<file path="src/rtl/hazard_pkg.sv">
// hazard_pkg: shared encodings for the ID-stage hazard/stall controller.
// Holds the stall_cause codes and the controller FSM state encoding.
package hazard_pkg;

  typedef enum logic [1:0] {
    CAUSE_NONE   = 2'd0,
    CAUSE_LU     = 2'd1,
    CAUSE_BR_ALU = 2'd2,
    CAUSE_BR_LD  = 2'd3
  } cause_e;

  typedef enum logic {
    ST_IDLE  = 1'b0,
    ST_STALL = 1'b1
  } state_e;

endpackage

</file>
<file path="src/rtl/hazard_match.sv">
// hazard_match: purely combinational hazard detector.
// Produces the number of bubbles required by the instruction in ID and the
// matching stall cause. A branch weighs its EX and MEM producers and takes
// the largest requirement; on equal bubble counts the higher cause code wins.
module hazard_match
  import hazard_pkg::*;
#(
  parameter int RA_W          = 5,
  parameter int CNT_W         = 2,
  parameter int LU_BUB        = 1,
  parameter int BR_ALU_BUB    = 1,
  parameter int BR_LD_EX_BUB  = 2,
  parameter int BR_LD_MEM_BUB = 1
) (
  input  logic [RA_W-1:0]  i_id_rs,
  input  logic [RA_W-1:0]  i_id_rt,
  input  logic             i_id_use_rs,
  input  logic             i_id_use_rt,
  input  logic             i_id_branch,
  input  logic             i_ex_regWr,
  input  logic             i_ex_memtoreg,
  input  logic [RA_W-1:0]  i_ex_rw,
  input  logic             i_mem_regWr,
  input  logic             i_mem_memtoreg,
  input  logic [RA_W-1:0]  i_mem_rw,
  output logic [CNT_W-1:0] o_n,
  output logic [1:0]       o_cause
);

  logic             w_rs_v;
  logic             w_rt_v;
  logic             w_ex_hit;
  logic             w_mem_hit;
  logic [CNT_W-1:0] w_ex_n;
  logic [1:0]       w_ex_c;
  logic [CNT_W-1:0] w_mem_n;
  logic [1:0]       w_mem_c;

  // $0 is never a real dependency, and an unread field must not stall.
  assign w_rs_v    = i_id_use_rs && (i_id_rs != '0);
  assign w_rt_v    = i_id_use_rt && (i_id_rt != '0);
  assign w_ex_hit  = i_ex_regWr  && ((w_rs_v && (i_ex_rw  == i_id_rs)) || (w_rt_v && (i_ex_rw  == i_id_rt)));
  assign w_mem_hit = i_mem_regWr && ((w_rs_v && (i_mem_rw == i_id_rs)) || (w_rt_v && (i_mem_rw == i_id_rt)));

  // Branch candidates: EX producer (load or ALU) and MEM load producer.
  always_comb begin
    w_ex_n  = '0;
    w_ex_c  = CAUSE_NONE;
    w_mem_n = '0;
    w_mem_c = CAUSE_NONE;
    if (w_ex_hit && i_ex_memtoreg) begin
      w_ex_n = CNT_W'(BR_LD_EX_BUB);
      w_ex_c = CAUSE_BR_LD;
    end else if (w_ex_hit) begin
      w_ex_n = CNT_W'(BR_ALU_BUB);
      w_ex_c = CAUSE_BR_ALU;
    end else begin
      w_ex_n = '0;
    end
    if (w_mem_hit && i_mem_memtoreg) begin
      w_mem_n = CNT_W'(BR_LD_MEM_BUB);
      w_mem_c = CAUSE_BR_LD;
    end else begin
      w_mem_n = '0;
    end
  end

  // Select the final requirement for the ID instruction.
  always_comb begin
    o_n     = '0;
    o_cause = CAUSE_NONE;
    if (i_id_branch) begin
      if ((w_mem_n > w_ex_n) || ((w_mem_n == w_ex_n) && (w_mem_c > w_ex_c))) begin
        o_n     = w_mem_n;
        o_cause = w_mem_c;
      end else begin
        o_n     = w_ex_n;
        o_cause = w_ex_c;
      end
    end else if (w_ex_hit && i_ex_memtoreg) begin
      o_n     = CNT_W'(LU_BUB);
      o_cause = CAUSE_LU;
    end else begin
      o_n     = '0;
      o_cause = CAUSE_NONE;
    end
  end

endmodule

</file>
<file path="src/rtl/hazard_stall_ctrl.sv">
// hazard_stall_ctrl: ID-stage hazard and stall controller for the 5-stage
// pipeline. The first bubble is issued in the detection cycle; requirements
// of two or more bubbles continue in a counted STALL state. A data-memory
// wait freezes everything; a flush cancels any stall in progress.
// Optional build macro: HAZARD_PERF_EN adds saturating bubble/freeze counters.
module hazard_stall_ctrl
  import hazard_pkg::*;
#(
  parameter int RA_W          = 5,
  parameter int CNT_W         = 2,
  parameter int LU_BUB        = 1,
  parameter int BR_ALU_BUB    = 1,
  parameter int BR_LD_EX_BUB  = 2,
  parameter int BR_LD_MEM_BUB = 1
) (
  input  logic            clk,
  input  logic            rst_n,
  input  logic [RA_W-1:0] id_rs,
  input  logic [RA_W-1:0] id_rt,
  input  logic            id_use_rs,
  input  logic            id_use_rt,
  input  logic            id_branch,
  input  logic            ex_regWr,
  input  logic            ex_memtoreg,
  input  logic [RA_W-1:0] ex_rw,
  input  logic            mem_regWr,
  input  logic            mem_memtoreg,
  input  logic [RA_W-1:0] mem_rw,
  input  logic            mem_ready,
  input  logic            flush,
`ifdef HAZARD_PERF_EN
  output logic [31:0]     perf_bubble_cnt,
  output logic [31:0]     perf_freeze_cnt,
`endif
  output logic            pc_hold,
  output logic            ifid_hold,
  output logic            idex_bubble,
  output logic            pipe_freeze,
  output logic            stall_busy,
  output logic [1:0]      stall_cause
);

  localparam int MAX_BUB = (1 << CNT_W) - 1;

  // Bubble counts that cannot be represented by the counter are rejected.
  if ((LU_BUB > MAX_BUB) || (BR_ALU_BUB > MAX_BUB) ||
      (BR_LD_EX_BUB > MAX_BUB) || (BR_LD_MEM_BUB > MAX_BUB)) begin : g_bub_range
    $error("hazard_stall_ctrl: a *_BUB parameter exceeds 2^CNT_W-1");
  end

  state_e           r_state;
  state_e           w_next_state;
  logic [CNT_W-1:0] r_cnt;
  logic [CNT_W-1:0] w_next_cnt;
  logic [1:0]       r_cause;
  logic [1:0]       w_next_cause;
  logic [CNT_W-1:0] w_n;
  logic [1:0]       w_match_cause;
  logic             w_hold;
  logic             w_bubble;
  logic             w_freeze;
  logic             w_busy;
  logic [1:0]       w_cause_out;

  hazard_match #(
    .RA_W(RA_W), .CNT_W(CNT_W), .LU_BUB(LU_BUB), .BR_ALU_BUB(BR_ALU_BUB),
    .BR_LD_EX_BUB(BR_LD_EX_BUB), .BR_LD_MEM_BUB(BR_LD_MEM_BUB)
  ) u_match (
    .i_id_rs(id_rs), .i_id_rt(id_rt), .i_id_use_rs(id_use_rs), .i_id_use_rt(id_use_rt),
    .i_id_branch(id_branch), .i_ex_regWr(ex_regWr), .i_ex_memtoreg(ex_memtoreg),
    .i_ex_rw(ex_rw), .i_mem_regWr(mem_regWr), .i_mem_memtoreg(mem_memtoreg),
    .i_mem_rw(mem_rw), .o_n(w_n), .o_cause(w_match_cause)
  );

  // State, remaining-bubble counter and cause register.
  always_ff @(posedge clk or negedge rst_n) begin
    if (!rst_n) begin
      r_state <= ST_IDLE;
      r_cnt   <= '0;
      r_cause <= CAUSE_NONE;
    end else begin
      r_state <= w_next_state;
      r_cnt   <= w_next_cnt;
      r_cause <= w_next_cause;
    end
  end

  // Next state and outputs: reset, then freeze, then flush, then stall logic.
  always_comb begin
    w_next_state = r_state;
    w_next_cnt   = r_cnt;
    w_next_cause = r_cause;
    w_hold       = 1'b0;
    w_bubble     = 1'b0;
    w_freeze     = 1'b0;
    w_busy       = 1'b0;
    w_cause_out  = CAUSE_NONE;
    if (!rst_n) begin
      w_next_state = ST_IDLE;
      w_next_cnt   = '0;
      w_next_cause = CAUSE_NONE;
    end else if (!mem_ready) begin
      // Frozen: hold PC and IF/ID, no bubble, no new detection.
      w_freeze = 1'b1;
      w_hold   = 1'b1;
      w_busy   = (r_state == ST_STALL);
      if (r_state == ST_STALL) begin
        w_cause_out = r_cause;
      end else begin
        w_cause_out = CAUSE_NONE;
      end
      if (flush) begin
        w_next_state = ST_IDLE;
        w_next_cnt   = '0;
        w_next_cause = CAUSE_NONE;
      end else begin
        w_next_state = r_state;
      end
    end else if (flush) begin
      // Redirect wins: release the holds so the new PC is taken.
      w_busy       = (r_state == ST_STALL);
      w_next_state = ST_IDLE;
      w_next_cnt   = '0;
      w_next_cause = CAUSE_NONE;
    end else begin
      case (r_state)
        ST_IDLE: begin
          if (w_n != '0) begin
            w_hold      = 1'b1;
            w_bubble    = 1'b1;
            w_cause_out = w_match_cause;
            if (w_n > CNT_W'(1)) begin
              w_next_state = ST_STALL;
              w_next_cnt   = w_n - CNT_W'(1);
              w_next_cause = w_match_cause;
            end else begin
              w_next_state = ST_IDLE;
            end
          end else begin
            w_next_state = ST_IDLE;
          end
        end
        ST_STALL: begin
          w_hold      = 1'b1;
          w_bubble    = 1'b1;
          w_busy      = 1'b1;
          w_cause_out = r_cause;
          if (r_cnt <= CNT_W'(1)) begin
            w_next_state = ST_IDLE;
            w_next_cnt   = '0;
            w_next_cause = CAUSE_NONE;
          end else begin
            w_next_cnt = r_cnt - CNT_W'(1);
          end
        end
        default: begin
          w_next_state = ST_IDLE;
          w_next_cnt   = '0;
          w_next_cause = CAUSE_NONE;
        end
      endcase
    end
  end

  assign pc_hold     = w_hold;
  assign ifid_hold   = w_hold;
  assign idex_bubble = w_bubble;
  assign pipe_freeze = w_freeze;
  assign stall_busy  = w_busy;
  assign stall_cause = w_cause_out;

`ifdef HAZARD_PERF_EN
  // Saturating event counters for bubbles and freeze cycles.
  always_ff @(posedge clk or negedge rst_n) begin
    if (!rst_n) begin
      perf_bubble_cnt <= 32'd0;
      perf_freeze_cnt <= 32'd0;
    end else begin
      if (w_bubble && (perf_bubble_cnt != 32'hFFFF_FFFF)) begin
        perf_bubble_cnt <= perf_bubble_cnt + 32'd1;
      end else begin
        perf_bubble_cnt <= perf_bubble_cnt;
      end
      if (w_freeze && (perf_freeze_cnt != 32'hFFFF_FFFF)) begin
        perf_freeze_cnt <= perf_freeze_cnt + 32'd1;
      end else begin
        perf_freeze_cnt <= perf_freeze_cnt;
      end
    end
  end
`endif

endmodule

</file>
<file path="config.mk">
export PLATFORM = sky130hd
export DESIGN_NAME = hazard_stall_ctrl
export DESIGN_NICKNAME = d
export VERILOG_FILES = /design/src/rtl/hazard_pkg.sv /design/src/rtl/hazard_match.sv /design/src/rtl/hazard_stall_ctrl.sv
export SDC_FILE = /design/constraint.sdc
export NUM_CORES = 1
export LEC_CHECK = 0
export CAP_MARGIN = 0
export CORE_MARGIN = 8
export CORE_UTILIZATION = 41
export CTS_CLUSTER_SIZE = 40
export DETAILED_ROUTE_END_ITERATION = 10
export GPL_ROUTABILITY_DRIVEN = 0
export PLACE_DENSITY = 0.85
export SYNTH_ARGS = -nofsm -noshare
export SYNTH_HDL_FRONTEND = slang
export SYNTH_SLANG_ARGS = --single-unit
</file>
<file path="constraint.sdc">
create_clock -name clk -period 4.9 [get_ports clk]
set_input_delay 0.735 -clock clk [delete_from_list [all_inputs] [get_ports clk]]
set_output_delay 0.735 -clock clk [all_outputs]
set_load 0.02 [all_outputs]
</file>
**After elaboration in Yosys (flattened, before gate mapping)**

Index checks and enable logic that the tools add are counted.

- Register bits after elaboration: 5
- Latch bits: 0
- Bits in writable memories: 0
- Bits in read-only memories: 0
- Bits of input ports: 31
- Output and inout bits: 7
- Word-level logic and storage cells: 91
- Memories: 0

- $add $sub $neg: 2
- Multipliers: 0
- Divide/modulo/power cells: 0
- Order comparisons: 4
- Equality and inequality tests: 9
- Shift operators: 0
- Multiplexer cells: 53
- Bitwise logic cells: 1
- Reduce and logical (&&, ||, !) cells: 19

Operator list:

| kind | count |
|---|---|
| 2-to-1 mux 2 bit | 26 |
| 2-to-1 mux 1 bit | 22 |
| equality test 5 bit | 4 |
| case mux 2 bit (2 select lines) | 3 |
| logical AND 1 bit | 11 |
| nonzero test 5 bit | 2 |
| != test 4 bit, second input constant | 2 |
| != test 4 x 3 -> 1 bit, second input constant | 1 |
| case mux 1 bit (2 select lines) | 2 |
| AND reduction 4 bit | 1 |
| subtractor 2 x 1 -> 2 bit, second input constant | 2 |
| logical OR 1 bit | 3 |
| != test 3 x 1 -> 1 bit, second input constant | 1 |
| AND reduction 3 bit | 1 |
| equality test 1 x 2 -> 1 bit | 1 |
| > comparator 1 x 2 -> 1 bit | 1 |
| > comparator 2 x 1 -> 1 bit, second input constant | 1 |
| > comparator 2 bit | 1 |
| <= comparator 2 x 1 -> 1 bit, second input constant | 1 |
| nonzero test 2 bit | 1 |
| NOT 1 bit | 1 |

**Logic depth before layout (Yosys ltp)**

Gate-level depths: netlist (run 1).

- Word-level depth: 19
- Gate-level depth with buffers: 10
- Gate-level depth less buffers: 10

**By module**

Synthesis (run 1) repeated with hierarchy kept, for this count alone.

- Cell total of the unflattened synthesis: 106
- Area total of the unflattened synthesis: 877.1 sq um

Modules (own cells, without submodules):

| module | times used | cells an instance | area each (sq um) | sequential area each (sq um) |
|---|---|---|---|---|
| hazard_match | 1 | 55 | 450.4 | 0.0 |
| hazard_stall_ctrl | 1 | 51 | 426.7 | 125.1 |

**Worst setup path before layout (run 1)**

No wires, ideal clock.

- Path type: input port to output port
- Start point: in id_rt[1]
- End point: out stall_cause[0]
- Arrival: 3152 ps
- Required time: 4165 ps
- Setup slack: 1013 ps
- Stages: 9
- Buffers on the path: 0
- Cells stage by stage: or4_1 > o21ai_2 > nor4_2 > o21ai_2 > a21bo_1 > ha_1 > nor3_1 > nand2_1 > o311ai_1

- Longest elaborated chain between the ends: 18
- Elaborated cells on any way between the ends: 34
- Classes of those cells: order compare: 2; eq/ne: 3; mux: 16; reduce/logical: 13

RTL lines:

| item | RTL line | text |
|---|---|---|
| from (decl) | hazard_stall_ctrl.sv:19 | `input logic [RA_W-1:0] id_rt,` |
| nonzero test 5 bit | hazard_match.sv:41 | `assign w_rt_v = i_id_use_rt && (i_id_rt != '0);` |
| logical AND 1 bit | hazard_match.sv:41 |  |
| logical AND 1 bit, on equally long branches | hazard_match.sv:42, hazard_match.sv:43 |  |
| logical OR 1 bit, on equally long branches | hazard_match.sv:42, hazard_match.sv:43 |  |
| logical AND 1 bit, on equally long branches | hazard_match.sv:42, hazard_match.sv:43 |  |
| 2-to-1 mux 2 bit, or another cell as far along | hazard_match.sv:54 | `end else if (w_ex_hit) begin` |
| 2-to-1 mux 2 bit, or another cell as far along | hazard_match.sv:51 | `if (w_ex_hit && i_ex_memtoreg) begin` |
| > comparator 2 bit or equality test 1 x 2 -> 1 bit (tied branches) | hazard_match.sv:73 | `if ((w_mem_n > w_ex_n) \|\| ((w_mem_n == w_ex_n) && (w_mem_c > w_ex_c))) begin` |
| [2 not listed] | -- |  |
| 2-to-1 mux 2 bit | hazard_match.sv:73 |  |
| 2-to-1 mux 2 bit | hazard_match.sv:72 | `if (i_id_branch) begin` |
| nonzero test 2 bit | hazard_stall_ctrl.sv:128 | `if (w_n != '0) begin` |
| 2-to-1 mux 2 bit (*) | hazard_stall_ctrl.sv:128 |  |
| case mux 2 bit (2 select lines) (*) | hazard_stall_ctrl.sv:126 | `case (r_state)` |
| 2-to-1 mux 2 bit (*) | hazard_stall_ctrl.sv:119 | `end else if (flush) begin` |
| 2-to-1 mux 2 bit (*) | hazard_stall_ctrl.sv:102 | `end else if (!mem_ready) begin` |
| 2-to-1 mux 2 bit (*) | hazard_stall_ctrl.sv:98 | `if (!rst_n) begin` |
| to (decl) | hazard_stall_ctrl.sv:40 | `output logic [1:0] stall_cause` |

Every way passes the cells marked *; elsewhere a longest branch is shown, timed or not.

**Worst setup path in the final report (run 1)**

- Start point: in id_rt[1]
- End point: out stall_cause[1]

The elaborated chain is that of the path after synthesis.

==> metrics.txt, run 1 <==
Min Hold Slack 0.5946 ns; # setup viols final 0; synthesized flop and latch total 5; met1 Use GR 0.1168; core area 1524 um^2; Bufs on Longest Clock Path 2; GRT Max-Usage Layer met2; Synth top cells by count 12 x xnor2_1, 8 x xor2_1, 5 x dfrtp_1; worst hold endpoint r_cause[1]$_DFFE_PN0P_; leak pwr 0.4643 nW; post-route setup TNS 0 ns; PortBufs 37; Post-CTS Resized 0; Largest stage delay, worst path 0.55 ns; ys async rst share 1.000; post-synthesis cell count 80; Final Skew 0.001420 ns; Post-CTS Hold Buffers 0; fin. max-slew vios 0; Num CTS Buffers 3; Yosys warnings 0; crit path capture type primary output; WHS Path Cells 2; relative slew slack 0.6284; Starting Density 0.4458; fin crit share 0.9087; worst vdd ir 0.1176 mV; min-delay src r_cause[1]$_DFFE_PN0P_; crit path DAT 3.72 ns; top cells by area, synth dfrtp_1 18%, xnor2_1 15%, xor2_1 10%; minimum clock period 4.453 ns; ant diodes 0; Syn Area/Cell 8.493 um^2; HP Class reg2reg; crit path from id_rt[1]; Final Hold Fails 0; Nets 154; wire per inst 15.99 um; synthesized area 679.4 um^2; Overflow after GRT 0; layout cells sized above 1 0.09917; startpoint types input pin; most frequent CP cell o21ai_2; die area 3215 um^2; PD cells 137.9 nW/um^2; run status completed; Die Wd 56.71 um; Synth Flop Type dfrtp_1; P&R area growth vs syn 63.35%; Worst-Margin Slew 0.5528 ns; RSZ-0062 raised after global routing no; reg-to-reg setup timing slack 3.51 ns; drt drc 0; DRT iter0 DRCs 9; Sink Count 5; DP Area 1070 um^2; Post-Route WL 2.190 mm; most frequent cell after synthesis xnor2_1; CP Cell Sequence clkdlybuf4s50_1 > or4_1 > o21ai_2 > nor4_4 > o21ai_2 > a21bo_1 > ha_1 > nor3_1 > nand2_1 > o21bai_1 > o311ai_1 > dlymetal6s2s_1; vias in the first global route 903; post-CTS setup buffers 0; Distinct cells, synth 31; Post-synth EDFFs 0; Post-DP HPWL 1.917 mm; gr usage total 0.1339; ANT nets after route 0; drt pass-1 iters 4; family with the most delay on the worst path simple AND/OR/NAND/NOR gates; crit-path max FO 5; cells on worst reg2reg path 4; r2r startpoint r_state$_DFFE_PN0P_; f_max 224.6 MHz; syn_nets 112; Worst EP required 4.16 ns; largest net degree at the start of global routing 10; M3 GR Usage 0.06966; reg2reg end r_cnt[1]$_DFFE_PN0P_; CTS tree yes; Max-Cap Viols 0; antenna violations before repair 0; Clock Latency Late Sink 0.24 ns; Final Cell Area 1110 um^2; routed vias/inst 5.723; root buffer cell clkbuf_4; Seq/Total Area, Yosys 0.1842; num ports 38; cell taking the most area after synthesis dfrtp_1; critical path type in2out; WP buf/inv 2; grt met2 use 0.2602; Die Y 56.71 um; via count 784; row count 14; H-Tree Level Count 1; first-pass GRT wire length 3.629 mm; Clk pin slew, worst setup/hold paths 0.04 ns; Slowest cell on crit path or4_1; Synth top area share 0.1842
==> final cells by class <==
type | instances | area [um^2]
repair buffers | 38 | 382.9
inverters | 1 | 3.754
flip-flops and latches | 5 | 125.1
well taps | 16 | 20.02
clock buffers | 4 | 26.28
multi-input cells | 73 | 551.8
fillers | 130 | 414.1
==> sequential cells by signal (all words and copies together) (netlist names) <==
name and count:
r_state 1, r_cause 2, r_cnt 2
==> metrics by stage <==
stage          cells    util  total power, mW  worst slack [ns]
6_report         137  0.7282           0.1530            0.4474
5_1_grt          137  0.7282           0.1620            0.2856
4_1_cts          137  0.7192           0.1530           0.07743
3_5_place_dp     133  0.7020           0.1045           0.08658
3_3_place_gp     133  0.7020           0.1032            0.2788
2_1_floorplan     80       -          0.06679             1.013
==> logic make-up (layout without fill, tap and decap cells) <==
kind of cell | count (synthesis) | count (layout) | share of synthesized area
AND/OR/NAND/NOR | 31 | 31 | 0.2707
multiplexers | 1 | 1 | 0.02209
adder cells (fa/ha/maj) | 1 | 1 | 0.01841
XOR/XNOR | 20 | 20 | 0.2578
AO/OA/AOI/OAI | 20 | 20 | 0.2302
flip-flops | 5 | 5 | 0.1842
buffers and inverters | 2 | 43 | 0.01657
==> routing by layer <==
layer  up-vias  wire [um]
met2        46       1141
met1       350        800
met3         4        203
met5         -          0
met4         0         45
li1        384          -
==> worst max-delay path by stage <==
stage	cells past startpoint	to
5_1_grt	12	stall_cause[1]
3_5_place_dp	12	stall_cause[1]
3_3_place_gp	12	stall_cause[1]
2_1_floorplan	9	stall_cause[0]
6_report	12	stall_cause[1]
4_1_cts	12	stall_cause[1]
==> placed cells by master (no fill, tap or decap), types with 2 or more instances in the layout <==
master and count:
o21ai_0 3, nor2b_1 2, o211ai_1 2, o311ai_1 2
and3_1 3, dfrtp_1 5, nand3_1 4, a21oi_1 4
o21ai_2 3, clkbuf_4 3, clkdlybuf4s50_1 35, xnor2_1 12
nor4_1 2, nor2_1 4, nand2b_1 3, or4_1 2
dlymetal6s2s_1 2, nand2_1 4, xor2_1 8, nand4_1 2
==> tightest hold or removal path, cell delays in order, from the launching register on <==
cell and delay (ns):
dfrtp_1 0.39, o21ai_0 0.09, a21oi_1 0.07
==> where the power goes <==
part	switching (mW)	total [mW]	internal (mW)
registers	0.0000159	0.0415	0.0414
clock network	0.0169	0.0477	0.0308
logic	0.0274	0.0639	0.0365
total	0.0443	0.153	0.109
(Power assumes the default switching activity.)
==> run 2: changes to the inputs <==
- CELL_PAD_IN_SITES_DETAIL_PLACEMENT: default -> 0
- CELL_PAD_IN_SITES_GLOBAL_PLACEMENT: default -> 1
- CORE_UTILIZATION: 41 -> 28
- PLACE_DENSITY: 0.85 -> default
- PLACE_DENSITY_LB_ADDON: default -> 0.1
==> run 2 against run 1 <==
Against the previous run: sequential power is essentially flat; hold slack lost 0.031 ns; clock skew grew 0.0058 ns; cell count grew 10%; critical path depth is the same; utilization shrank 25 points; sequential share of layout area shrank 0.26 points; combinational power grew 1%; global-route usage shrank 3.8 points; routed wire length shrank 5.3%; critical endpoint unchanged; largest cell class unchanged.
==> metrics.txt, run 2 (synthesis gave the netlist of run 1 again) <==
run status completed; post-CTS setup buffers 0; biggest regs r_cause (2), r_cnt (2), r_state (1); f_max 231.1 MHz; Final Hold Fails 0; wire per inst 13.73 um; final worst slack 0.5722 ns; antenna violations before repair 0; DP Worst Slack 0.1359 ns; row count 18; via count 740; crit path capture type primary output; minimum clock period 4.328 ns; ant diodes 0; most frequent cells in the layout 35 x clkdlybuf4s50_1, 12 x xnor2_1, 8 x xor2_1, 5 x dfrtp_1; layout cells sized above 1 0.09917; Starting Density 0.2846; vias in the first global route 742; CTS tree yes; DRT iter0 DRCs 22; CP Cell Sequence clkdlybuf4s50_1 > or4_1 > o21ai_2 > nor4_4 > o21ai_2 > a21bo_1 > ha_1 > nor3_1 > nand2_1 > o21bai_1 > o311ai_1 > dlymetal6s2s_1; Overflow after GRT 0; Clock Latency Late Sink 0.24 ns; Bufs on Longest Clock Path 2; Num CTS Buffers 3; family with the most delay on the worst path simple AND/OR/NAND/NOR gates; relative slew slack 0.6979; # setup viols final 0; startpoint types input pin; RSZ-0062 raised after global routing no; crit path DAT 3.59 ns; critical path type in2out; fin. max-slew vios 0; most common cell after layout, fill and taps aside clkdlybuf4s50_1; post-route setup TNS 0 ns; Post-DP HPWL 1.841 mm; worst vdd ir 0.1264 mV; Worst-Margin Slew 0.4490 ns; first-pass GRT wire length 3.401 mm; gr usage total 0.09602; Clk pin slew, worst setup/hold paths 0.05 ns; drt pass-1 iters 4; Slowest cell on crit path or4_1; Largest stage delay, worst path 0.57 ns; H-Tree Level Count 1; HP Class reg2reg; ANT nets after route 0; Worst EP required 4.16 ns; die area 4259 um^2; Die Y 65.26 um; WP buf/inv 2; Post-Route WL 2.073 mm; leak pwr 0.4664 nW; PortBufs 37; drt drc 0; most frequent CP cell o21ai_2; PD cells 134.8 nW/um^2; crit-path max FO 5; Final Skew 0.007176 ns; core area 2387 um^2; P&R area growth vs syn 67.22%; root buffer cell clkbuf_4; routed vias/inst 4.901; largest net degree at the start of global routing 10; Sink Count 5; Finished Core Util 0.4759; fin crit share 0.8832; Die Wd 65.26 um; num ports 38; Nets 154; Max-Cap Viols 0
run 2: cell counts in the layout (fill, tap and decap cells not counted):
No cell type changed its count.
run 2: worst paths after layout:
path	depth (start not counted)	start	to	slack, ns
max in group asynchronous	1	rst_n	r_cnt[1]$_DFFE_PN0P_	3.89
min in group asynchronous	1	rst_n	r_cause[1]$_DFFE_PN0P_	0.76
setup reg to reg	4	r_state$_DFFE_PN0P_	r_cnt[1]$_DFFE_PN0P_	3.50
hold reg to reg	2	r_cause[1]$_DFFE_PN0P_	r_cause[1]$_DFFE_PN0P_	0.56
hold / removal	2	r_cause[1]$_DFFE_PN0P_	r_cause[1]$_DFFE_PN0P_	0.56
setup / recovery	12	id_rt[1]	stall_cause[1]	0.57
run 2: through the flow:
stage                     power, mW  hold WS [ns]  instance area, um^2  instances
after detailed placement     0.1046        0.5644                 1087        147
after floorplan             0.06679        0.4394                679.4         80
after CTS                    0.1535        0.5706                 1114        151
after global routing         0.1625        0.6101                 1136        151
after global placement       0.1051        0.5651                 1087        147
final                        0.1531        0.5634                 1136        151
run 2: cell type report:
cell class              count  area, um^2
clock buffers               4       26.28
fillers                   260        1251
multi-input cells          73       560.5
repair buffers             38       382.9
inverters                   1       3.754
well taps                  30       37.54
flip-flops and latches      5       125.1
run 2: power by group:
group	switching [mW]	internal [mW]	total, mW
sequential	0.0000166	0.0415	0.0415
combinational	0.0280	0.0367	0.0646
clock	0.0163	0.0308	0.0470
total	0.0442	0.109	0.153
run 2: timing repair:
action                                  in CTS  in global routing
hold buffers                                 0                  0
gates resized for setup                      0                  4
endpoints found under the setup margin       0                  2
run 2: routing by layer:
layer / up-vias / global-route usage / wire length [um]
li1: 381 / - / -
met1: 333 / 0.1329 / 998
met2: 24 / 0.1365 / 929
met3: 2 / 0.02891 / 125
met4: 0 / 0.03270 / 20
met5: - / 0 / 0
run 2: worst register-to-register path, stage by stage (launching register included):
cell      delay (ns)
dfrtp_1         0.45
nor3_1          0.27
buf_4           0.16
o211ai_2        0.08
mux2_4          0.31
==> run 3: changes to the inputs <==
- CAP_MARGIN: 0 -> 20
==> results of run 3 <==
The final DEF is identical to that of run 2; final timing and power are the same.
